`src/rtl/symbol_serializer.sv`:
```
// rtl/symbol_serializer.sv - mapper word to per-lane symbol serializer with one-word holding buffer
module symbol_serializer #(
   parameter int NSYM  = 7,
   parameter int IDX_W = 3
) (
   input  logic             clk,
   input  logic             rst,
   input  logic             in_valid,
   output logic             in_ready,
   input  logic [NSYM-1:0]  tx_rotation,
   input  logic [NSYM-1:0]  tx_polarity,
   input  logic [NSYM-1:0]  tx_flip,
   output logic             sym_valid,
   input  logic             sym_ready,
   output logic             sym_rotation,
   output logic             sym_polarity,
   output logic             sym_flip,
   output logic [IDX_W-1:0] sym_index,
   output logic             sym_last,
   output logic             busy
);

   typedef enum logic {S_IDLE, S_SEND} state_t;

   localparam logic [IDX_W-1:0] LAST_IDX = IDX_W'(NSYM - 1);

   state_t           r_state;
   state_t           w_state_nxt;
   logic [NSYM-1:0]  r_act_rot;
   logic [NSYM-1:0]  r_act_pol;
   logic [NSYM-1:0]  r_act_flip;
   logic [NSYM-1:0]  r_hold_rot;
   logic [NSYM-1:0]  r_hold_pol;
   logic [NSYM-1:0]  r_hold_flip;
   logic             r_hold_full;
   logic [IDX_W-1:0] r_idx;

   logic w_in_acc;
   logic w_out_acc;
   logic w_at_last;
   logic w_word_done;
   logic w_load_in;
   logic w_load_hold;
   logic w_to_hold;
   logic w_idx_inc;

   // in_ready comes from the hold flag only, so sym_ready never reaches it combinationally
   assign in_ready    = ~r_hold_full;
   assign sym_valid   = (r_state == S_SEND);
   assign w_in_acc    = in_valid & in_ready;
   assign w_out_acc   = sym_valid & sym_ready;
   assign w_at_last   = (r_idx == LAST_IDX);
   assign w_word_done = w_out_acc & w_at_last;

   always_comb begin
      w_state_nxt = r_state;
      w_load_in   = 1'b0;
      w_load_hold = 1'b0;
      w_to_hold   = 1'b0;
      w_idx_inc   = 1'b0;
      case (r_state)
         S_IDLE: begin
            if (w_in_acc) begin
               w_load_in   = 1'b1;
               w_state_nxt = S_SEND;
            end
         end
         S_SEND: begin
            if (w_out_acc && !w_at_last) begin
               w_idx_inc = 1'b1;
            end
            if (w_word_done) begin
               if (r_hold_full) begin
                  w_load_hold = 1'b1;
               end else if (w_in_acc) begin
                  w_load_in = 1'b1;
               end else begin
                  w_state_nxt = S_IDLE;
               end
            end
            if (w_in_acc && !w_load_in) begin
               w_to_hold = 1'b1;
            end
         end
      endcase
   end

   always_ff @(posedge clk) begin
      if (rst) begin
         r_state <= S_IDLE;
      end else begin
         r_state <= w_state_nxt;
      end
   end

   always_ff @(posedge clk) begin
      if (rst) begin
         r_act_rot   <= '0;
         r_act_pol   <= '0;
         r_act_flip  <= '0;
         r_hold_rot  <= '0;
         r_hold_pol  <= '0;
         r_hold_flip <= '0;
         r_hold_full <= 1'b0;
         r_idx       <= '0;
      end else begin
         if (w_load_in) begin
            r_act_rot  <= tx_rotation;
            r_act_pol  <= tx_polarity;
            r_act_flip <= tx_flip;
         end else if (w_load_hold) begin
            r_act_rot  <= r_hold_rot;
            r_act_pol  <= r_hold_pol;
            r_act_flip <= r_hold_flip;
         end

         if (w_load_in || w_load_hold || w_word_done) begin
            r_idx <= '0;
         end else if (w_idx_inc) begin
            r_idx <= r_idx + 1'b1;
         end

         if (w_to_hold) begin
            r_hold_rot  <= tx_rotation;
            r_hold_pol  <= tx_polarity;
            r_hold_flip <= tx_flip;
            r_hold_full <= 1'b1;
         end else if (w_load_hold) begin
            r_hold_full <= 1'b0;
         end
      end
   end

   assign sym_index    = r_idx;
   assign sym_rotation = sym_valid & r_act_rot[r_idx];
   assign sym_polarity = sym_valid & r_act_pol[r_idx];
   assign sym_flip     = sym_valid & r_act_flip[r_idx];
   assign sym_last     = sym_valid & w_at_last;
   assign busy         = sym_valid | r_hold_full;

endmodule

```
`config.mk`:
```
export PLATFORM = sky130hd
export DESIGN_NAME = symbol_serializer
export DESIGN_NICKNAME = d
export VERILOG_FILES = /design/src/rtl/symbol_serializer.sv
export SDC_FILE = /design/constraint.sdc
export NUM_CORES = 1
export LEC_CHECK = 0
export ABC_AREA = 1
export CORE_MARGIN = 2
export CORE_UTILIZATION = 30
export CTS_CLUSTER_SIZE = 14
export DETAILED_ROUTE_END_ITERATION = 8
export HOLD_SLACK_MARGIN = 0.1
export PLACE_DENSITY = 0.53
export SYNTH_ARGS = -nofsm -noshare
export SYNTH_HDL_FRONTEND = slang
export SYNTH_SLANG_ARGS = --single-unit
```
`constraint.sdc`:
```
create_clock -name clk -period 1.81 [get_ports clk]
set_input_delay 0.181 -clock clk [delete_from_list [all_inputs] [get_ports clk]]
set_output_delay 0.181 -clock clk [all_outputs]
set_load 0.01 [all_outputs]
```
==> results of run 1 <==
==> worst min-delay path: cells and delay by family (launching register included) <==
family | cells | cell delay, ns
DFF | 1 | 0.32
and+or+nand+nor | 1 | 0.07
AOI/OAI and AO/OA | 1 | 0.06
==> power by group <==
group | switching, mW | internal, mW | leakage [nW]
clock | 0.361 | 0.348 | 0.0505
combinational | 0.253 | 0.187 | 0.847
sequential | 0.0485 | 1.11 | 0.389
total | 0.662 | 1.65 | 1.29
==> cells in the final DEF, fill, tap and decap left out <==
master and n:
sky130_fd_sc_hd__a21oi_1 26, sky130_fd_sc_hd__buf_12 1, sky130_fd_sc_hd__buf_4 13, sky130_fd_sc_hd__buf_6 1, sky130_fd_sc_hd__clkbuf_2 3, sky130_fd_sc_hd__clkbuf_8 7
sky130_fd_sc_hd__clkdlybuf4s50_1 30, sky130_fd_sc_hd__clkinvlp_4 1, sky130_fd_sc_hd__dfxtp_1 43, sky130_fd_sc_hd__dfxtp_2 2, sky130_fd_sc_hd__dfxtp_4 2, sky130_fd_sc_hd__dlygate4sd2_1 1
sky130_fd_sc_hd__ha_1 2, sky130_fd_sc_hd__inv_1 26, sky130_fd_sc_hd__inv_2 4, sky130_fd_sc_hd__nand2_1 53, sky130_fd_sc_hd__nand2_4 1, sky130_fd_sc_hd__nand2_8 1
sky130_fd_sc_hd__nand3_1 72, sky130_fd_sc_hd__nand3_2 1, sky130_fd_sc_hd__nor2_1 65, sky130_fd_sc_hd__nor2_4 1, sky130_fd_sc_hd__o21ai_0 25, sky130_fd_sc_hd__o21ai_1 7
sky130_fd_sc_hd__o21ai_2 1, sky130_fd_sc_hd__o21bai_4 1, sky130_fd_sc_hd__or2_2 1, sky130_fd_sc_hd__xor2_1 1
==> metrics by stage <==
stage | cell area [um^2] | TNS [ns]
6_report | 2960 | 0
5_1_grt | 2960 | -0.0188
4_1_cts | 2960 | 0
3_5_place_dp | 2820 | -1.47
3_3_place_gp | 2820 | -0.172
2_1_floorplan | 2400 | 0
==> area by class of cell <==
type	count	area [um^2]	area share
clock buffers	7	96.3	0.0325
clock inverters	1	7.51	0.00253
inverters	30	113	0.0380
multi-input cells	258	1210	0.410
flip-flops and latches	47	951	0.321
well taps	102	128	0.0431
repair buffers	49	453	0.153
==> routing by layer <==
layer,part of all wire,track usage,up-vias
li1,-,-,1227
met2,0.43,0.247,41
met1,0.52,0.208,1045
met5,0,0,-
met3,0.034,0.0242,8
met4,0.016,0.0490,0
==> cell usage after synthesis <==
master                     count
sky130_fd_sc_hd__or2_2         1
sky130_fd_sc_hd__dfxtp_1      47
sky130_fd_sc_hd__a21oi_1      26
sky130_fd_sc_hd__nand2_1      53
sky130_fd_sc_hd__xor2_1        1
sky130_fd_sc_hd__nand3_2       1
sky130_fd_sc_hd__clkbuf_1      9
sky130_fd_sc_hd__o21ai_1       5
sky130_fd_sc_hd__ha_1          2
sky130_fd_sc_hd__nand2_4       2
sky130_fd_sc_hd__nor2_1       65
sky130_fd_sc_hd__buf_6         1
sky130_fd_sc_hd__buf_4         7
sky130_fd_sc_hd__nand3_1      72
sky130_fd_sc_hd__o21bai_4      1
sky130_fd_sc_hd__inv_1        26
sky130_fd_sc_hd__o21ai_0      28
sky130_fd_sc_hd__inv_2         4
sky130_fd_sc_hd__nor2_4        1
sky130_fd_sc_hd__buf_2        10
==> timing repair <==
action / 4_1_cts / 5_1_grt
setup endpoints to repair: 51 / 8
hold buffers: 0 / 0
setup buffers: 2 / 0
endpoints found under the hold margin: 0 / 0
gates resized for setup: 12 / 10
==> cells by family after synthesis <==
logic type               after synthesis  synth area share
AND/OR/NAND/NOR                      195             0.355
AO/OA/AOI/OAI                         60             0.131
adder cells (fa/ha/maj)                2            0.0104
flip-flops                            47             0.392
buffers and inverters                 57             0.108
XOR/XNOR                               1           0.00365
==> state kept, by name, summed over array words and instances, names as in the netlist <==
signal / count
r_hold_pol: 7
r_act_rot: 7
r_act_pol: 7
sym_index: 3
sym_valid: 1
r_hold_flip: 7
r_act_flip: 7
r_hold_full: 1
r_hold_rot: 7
==> how the worst max path moves through the flow <==
| stage | depth (start not counted) | slack (ns) | from | endpoint |
|---|---|---|---|---|
| finish | 7 | 0.09 | sym_index[0] | sym_polarity |
| global route | 7 | -0.02 | sym_index[0] | sym_flip |
| CTS | 7 | 0.003 | sym_index[0] | sym_polarity |
| detailed placement | 5 | -0.07 | sym_index[1] | sym_polarity |
| global placement | 5 | -0.04 | sym_index[1] | sym_flip |
| floorplan | 11 | 0.06 | sym_index[0] | r_hold_flip[1] |
==> flow_metrics.py, run 1 <==
metrics = {
    "run_status": {
        "run_status": "finished, final reports clean",
    },
    "worst_hold_path": {
        "worstHoldPathCells": 2,
        "hold_path_startpoint": "r_act_rot[5]",
        "timing.hold.worst_endpoint": "r_act_rot[5]",
        "hold_path_class": "reg -> reg",
    },
    "die": {
        "initial_utilization": 0.311,
        "die_area_um2": 8740,
        "die_w_um": 93.5,
        "io-pin-count": 35,
        "die_outline_height_um": 93.5,
        "row_count": 32,
        "fp.coreArea_um2": 7730,
    },
    "detailed_routing": {
        "route.vias.total": 2321,
        "drt_pass1_iterations": 4,
        "routedWlPerCell_um": 12.7,
        "route.detailed.vias_per_inst": 4.70,
        "wirelength_um": 6270,
        "drt_iter0_drc": 93,
        "detail-route-antenna-nets": 0,
        "detail_route.drc_violations": 0,
    },
    "clocking": {
        "htree_levels": 2,
        "clock_tree.root_cell": "sky130_fd_sc_hd__clkbuf_8",
        "clk_pin_slew_ns": 0.09,
        "numClockSinks": 47,
        "tritoncts_clock_tree": "yes",
        "max-clock-path-buffers": 2,
        "clock_latency_ns": 0.30,
        "cts_inserted_buffers": 5,
    },
    "timing": {
        "postLayoutSetupSlackWorst_ns": 0.0898,
        "final-setup-viol-count": 0,
        "setup_skew_after_layout_ns": 0.00693,
        "maxSlewViolCount": 0,
        "grt_setup_unrepaired": "yes",
        "hold_violations": 0,
        "relSlewSlack": 0.718,
        "finalCritPeriodShare": 0.950,
        "hold_slack_ns": 0.486,
        "worst-slew-pin-transition_ns": 0.423,
        "period_needed_ns": 1.72,
        "clock.fmax_mhz": 581,
    },
    "synth": {
        "post-synth-top-area-cell": "sky130_fd_sc_hd__dfxtp_1",
        "post_synth_num_cell_types": 20,
        "synth_top_area_share": 0.392,
        "synth_fp_nets": 389,
        "synthesis.yosys.warnings": 0,
        "ys_ff_latch": 47,
        "synthesis.area_per_instance_um2": 6.64,
        "postSynthCellCount": 362,
        "synth_area_um2": 2400,
        "yosysSeqAreaShare": 0.392,
        "synth_top_cells_by_area": "sky130_fd_sc_hd__dfxtp_1 39%, sky130_fd_sc_hd__nand3_1 15%, sky130_fd_sc_hd__nor2_1 10%, sky130_fd_sc_hd__nand2_1 8.3%, sky130_fd_sc_hd__o21ai_0 5.8%",
    },
    "setup_path": {
        "timing.critical_path.buf_inv": 3,
        "critical_path.endpoint_type": "primary output",
        "cp_data_required_time_ns": 1.63,
        "critPathArrivalTime_ns": 1.54,
        "critical_path.most_common_cell": "sky130_fd_sc_hd__nor2_1",
        "critical_path_class": "reg -> out",
        "rr_worst_depth": 8,
        "cpMaxStageDelayCell": "sky130_fd_sc_hd__dfxtp_4",
        "crit_path_cell_trace": "inv_1 -> buf_6 -> nor2_1 -> o21ai_1 -> nor2_1 -> nor2_1 -> clkbuf_2",
        "worstSetupStartpointType": "register",
        "critical_path.reg2reg.endpoint": "r_act_pol[0]",
        "timing.critical_path.fanout_max": 13,
        "r2r-start": "sym_index[0]",
        "critical_path.max_stage_delay_ns": 0.37,
        "ff2ff_setup_slack_ns": 0.17,
        "critPathTopFamily": "buffers and inverters",
    },
    "flow_run": {
        "max_cap_viols": 0,
    },
    "layout": {
        "nets": 418,
        "antenna_cells": 0,
        "drive_gt1_frac": 0.105,
        "num-fill-cells": 853,
        "areaGrowthSynthToFinish_pct": 23.3,
        "finalNonFillerCells": 494,
        "final_core_util": 0.383,
    },
    "global_routing": {
        "global_route.usage.total": 0.153,
        "global_route_wire_length_before_repair_um": 10700,
        "maximum_number_of_pins_on_one_net_before_global_route_repair": 44,
        "antenna_found_initial": 0,
        "first_global_vias": 2221,
        "grt_overflow_total": 0,
    },
    "power_and_ir_drop": {
        "p_total_mw": 2.31,
        "p_per_area_nw_per_um2": 780,
        "max-vdd-ir-drop_mv": 0.319,
        "leakagePower_nw": 1.29,
    },
    "place": {
        "pre_cts_slack_ns": -0.0706,
        "buffer_ports.inserted": 34,
        "place_inst": 484,
        "dp_hpwl_um": 4040,
        "gp_routability_congestion": 0.815,
    },
}
Note: power is estimated with default switching activity, not from simulation.
==> inputs of run 2 (changes only) <==
--- a/config.mk
+++ b/config.mk
@@ -11,7 +11,7 @@
 export CTS_CLUSTER_SIZE = 14
 export DETAILED_ROUTE_END_ITERATION = 8
 export HOLD_SLACK_MARGIN = 0.1
-export PLACE_DENSITY = 0.53
+export PLACE_DENSITY = 0.56
 export SYNTH_ARGS = -nofsm -noshare
 export SYNTH_HDL_FRONTEND = slang
 export SYNTH_SLANG_ARGS = --single-unit
==> run 2 against run 1 <==
- global-route usage fell by 1.0 points
- die area unchanged
- flip-flop and latch count is the same
- first-iteration DRC count is 26% higher
- final area shrank 0.25%
- setup slack better by 0.016 ns
- routed wire length decreased by 3.3%
- clock skew is 0.0020 ns lower
- power down 4.7%
- combinational power is 2% higher
- sequential share of layout area fell by 0.088 points
- via count increased by 1.1%
- critical endpoint is now sym_rotation
==> flow_metrics.py, run 2 (synthesis gave the netlist of run 1 again) <==
metrics = {
    "worst_hold_path": {
        "hold_path_class": "reg -> reg",
    },
    "detailed_routing": {
        "drt_pass1_iterations": 4,
        "detail-route-antenna-nets": 0,
        "detail_route.drc_violations": 0,
        "wirelength_um": 6060,
        "routedWlPerCell_um": 12.3,
        "route.vias.total": 2346,
        "route.detailed.vias_per_inst": 4.75,
        "drt_iter0_drc": 117,
    },
    "timing": {
        "worst-slew-pin-transition_ns": 0.658,
        "grt_setup_unrepaired": "no",
        "finalSetupTns_ns": 0,
        "hold_slack_ns": 0.488,
        "maxSlewViolCount": 0,
        "period_needed_ns": 1.70,
        "relSlewSlack": 0.561,
        "finalCritPeriodShare": 0.942,
        "setup_skew_after_layout_ns": 0.00497,
        "postLayoutSetupSlackWorst_ns": 0.106,
        "hold_violations": 0,
        "final-setup-viol-count": 0,
        "clock.fmax_mhz": 587,
    },
    "clocking": {
        "clock_tree.root_cell": "sky130_fd_sc_hd__clkbuf_8",
        "numClockSinks": 47,
        "max-clock-path-buffers": 2,
        "cts_inserted_buffers": 5,
        "tritoncts_clock_tree": "yes",
        "clock_latency_ns": 0.29,
        "htree_levels": 2,
        "cts_post_setup_buffers_inserted": 0,
        "clk_pin_slew_ns": 0.08,
    },
    "power_and_ir_drop": {
        "leakagePower_nw": 1.28,
        "max-vdd-ir-drop_mv": 0.251,
        "p_total_mw": 2.20,
        "p_per_area_nw_per_um2": 745,
    },
    "place": {
        "pre_cts_slack_ns": 0.0635,
        "buffer_ports.inserted": 34,
        "gp_routability_congestion": 0.854,
        "dp_hpwl_um": 4290,
        "place_inst": 488,
        "placed_area_um2": 2860,
    },
    "die": {
        "row_count": 32,
        "io-pin-count": 35,
        "initial_utilization": 0.311,
        "die_w_um": 93.5,
        "die_area_um2": 8740,
        "die_outline_height_um": 93.5,
        "fp.coreArea_um2": 7730,
    },
    "setup_path": {
        "timing.critical_path.fanout_max": 7,
        "critPathArrivalTime_ns": 1.52,
        "cp_data_required_time_ns": 1.63,
        "cpMaxStageDelayCell": "sky130_fd_sc_hd__dfxtp_4",
        "critical_path.max_stage_delay_ns": 0.38,
        "crit_path_cell_trace": "inv_2 -> buf_4 -> o21ai_0 -> nand3_1 -> nand2_1 -> nor2_1 -> dlygate4sd2_1",
        "critical_path.endpoint_type": "primary output",
        "worstSetupStartpointType": "register",
        "critical_path_class": "reg -> out",
    },
    "layout": {
        "final_core_util": 0.382,
        "areaGrowthSynthToFinish_pct": 23.0,
        "finalNonFillerCells": 494,
        "antenna_cells": 0,
        "drive_gt1_frac": 0.0893,
        "nets": 420,
        "final_common_cell": "sky130_fd_sc_hd__nand3_1",
        "most_frequent_cells_in_the_layout": "72 x sky130_fd_sc_hd__nand3_1, 65 x sky130_fd_sc_hd__nor2_1, 53 x sky130_fd_sc_hd__nand2_1, 45 x sky130_fd_sc_hd__dfxtp_1, 30 x sky130_fd_sc_hd__clkdlybuf4s50_1",
        "postLayoutCellArea_um2": 2950,
    },
    "global_routing": {
        "global_route_wire_length_before_repair_um": 10000,
        "antenna_found_initial": 0,
        "maximum_number_of_pins_on_one_net_before_global_route_repair": 44,
        "global_route.usage.total": 0.143,
        "first_global_vias": 2140,
        "grt_overflow_total": 0,
    },
    "flow_run": {
        "max_cap_viols": 0,
    },
    "run_status": {
        "run_status": "finished, final reports clean",
    },
}
==> run 2: changes by cell type in the layout (fill, tap and decap cells not counted), moves of 2 or more <==
cell / change
sky130_fd_sc_hd__o21ai_0: -4
sky130_fd_sc_hd__o21ai_1: +5
sky130_fd_sc_hd__clkbuf_8: -2
sky130_fd_sc_hd__clkdlybuf4s15_1: +2
sky130_fd_sc_hd__clkbuf_2: -3
sky130_fd_sc_hd__dfxtp_1: +2
==> run 2: what timing repair did <==
item                       4_1_cts  5_1_grt
pin swaps                        0        3
hold buffers                     0        0
setup endpoints to repair        4       49
gates resized for setup          6       14
==> run 2: final timing paths <==
check                   to  cells past startpoint  slack [ns]     startpoint
min reg2reg  r_hold_pol[4]                      2        0.49  r_hold_pol[4]
min          r_hold_pol[4]                      2        0.49  r_hold_pol[4]
max reg2reg  r_hold_pol[6]                      9        0.16   sym_index[1]
max           sym_rotation                      7        0.11   sym_index[0]
==> run 2: report_power, final <==
group / internal (mW) / switching, mW
clock network: 0.258 / 0.329
logic: 0.198 / 0.250
registers: 1.12 / 0.0508
==> run 2: layout make-up <==
| type | instances | area (um^2) |
|---|---|---|
| Sequential cell | 47 | 946 |
| Multi-Input combinational cell | 258 | 1210 |
| Timing Repair Buffer | 51 | 485 |
| Fill cell | 880 | 4770 |
| Inverter | 30 | 113 |
| Clock buffer | 6 | 72.6 |
| Tap cell | 102 | 128 |
==> run 2: per-layer routing <==
layer / part of all wire / global-route usage / routed length [um] / vias to the layer above
li1: - / - / - / 1227
met1: 0.49 / 0.191 / 2990 / 1060
met2: 0.44 / 0.224 / 2680 / 49
met3: 0.036 / 0.0258 / 216 / 10
met4: 0.029 / 0.0650 / 175 / 0
met5: 0 / 0 / 0 / -
==> run 2: critical path: cells and delay by family, from the launching register on <==
family | cells | cell delay (ns)
compound gates | 1 | 0.14
buf+inv | 3 | 0.47
flops | 1 | 0.38
simple gates | 3 | 0.24
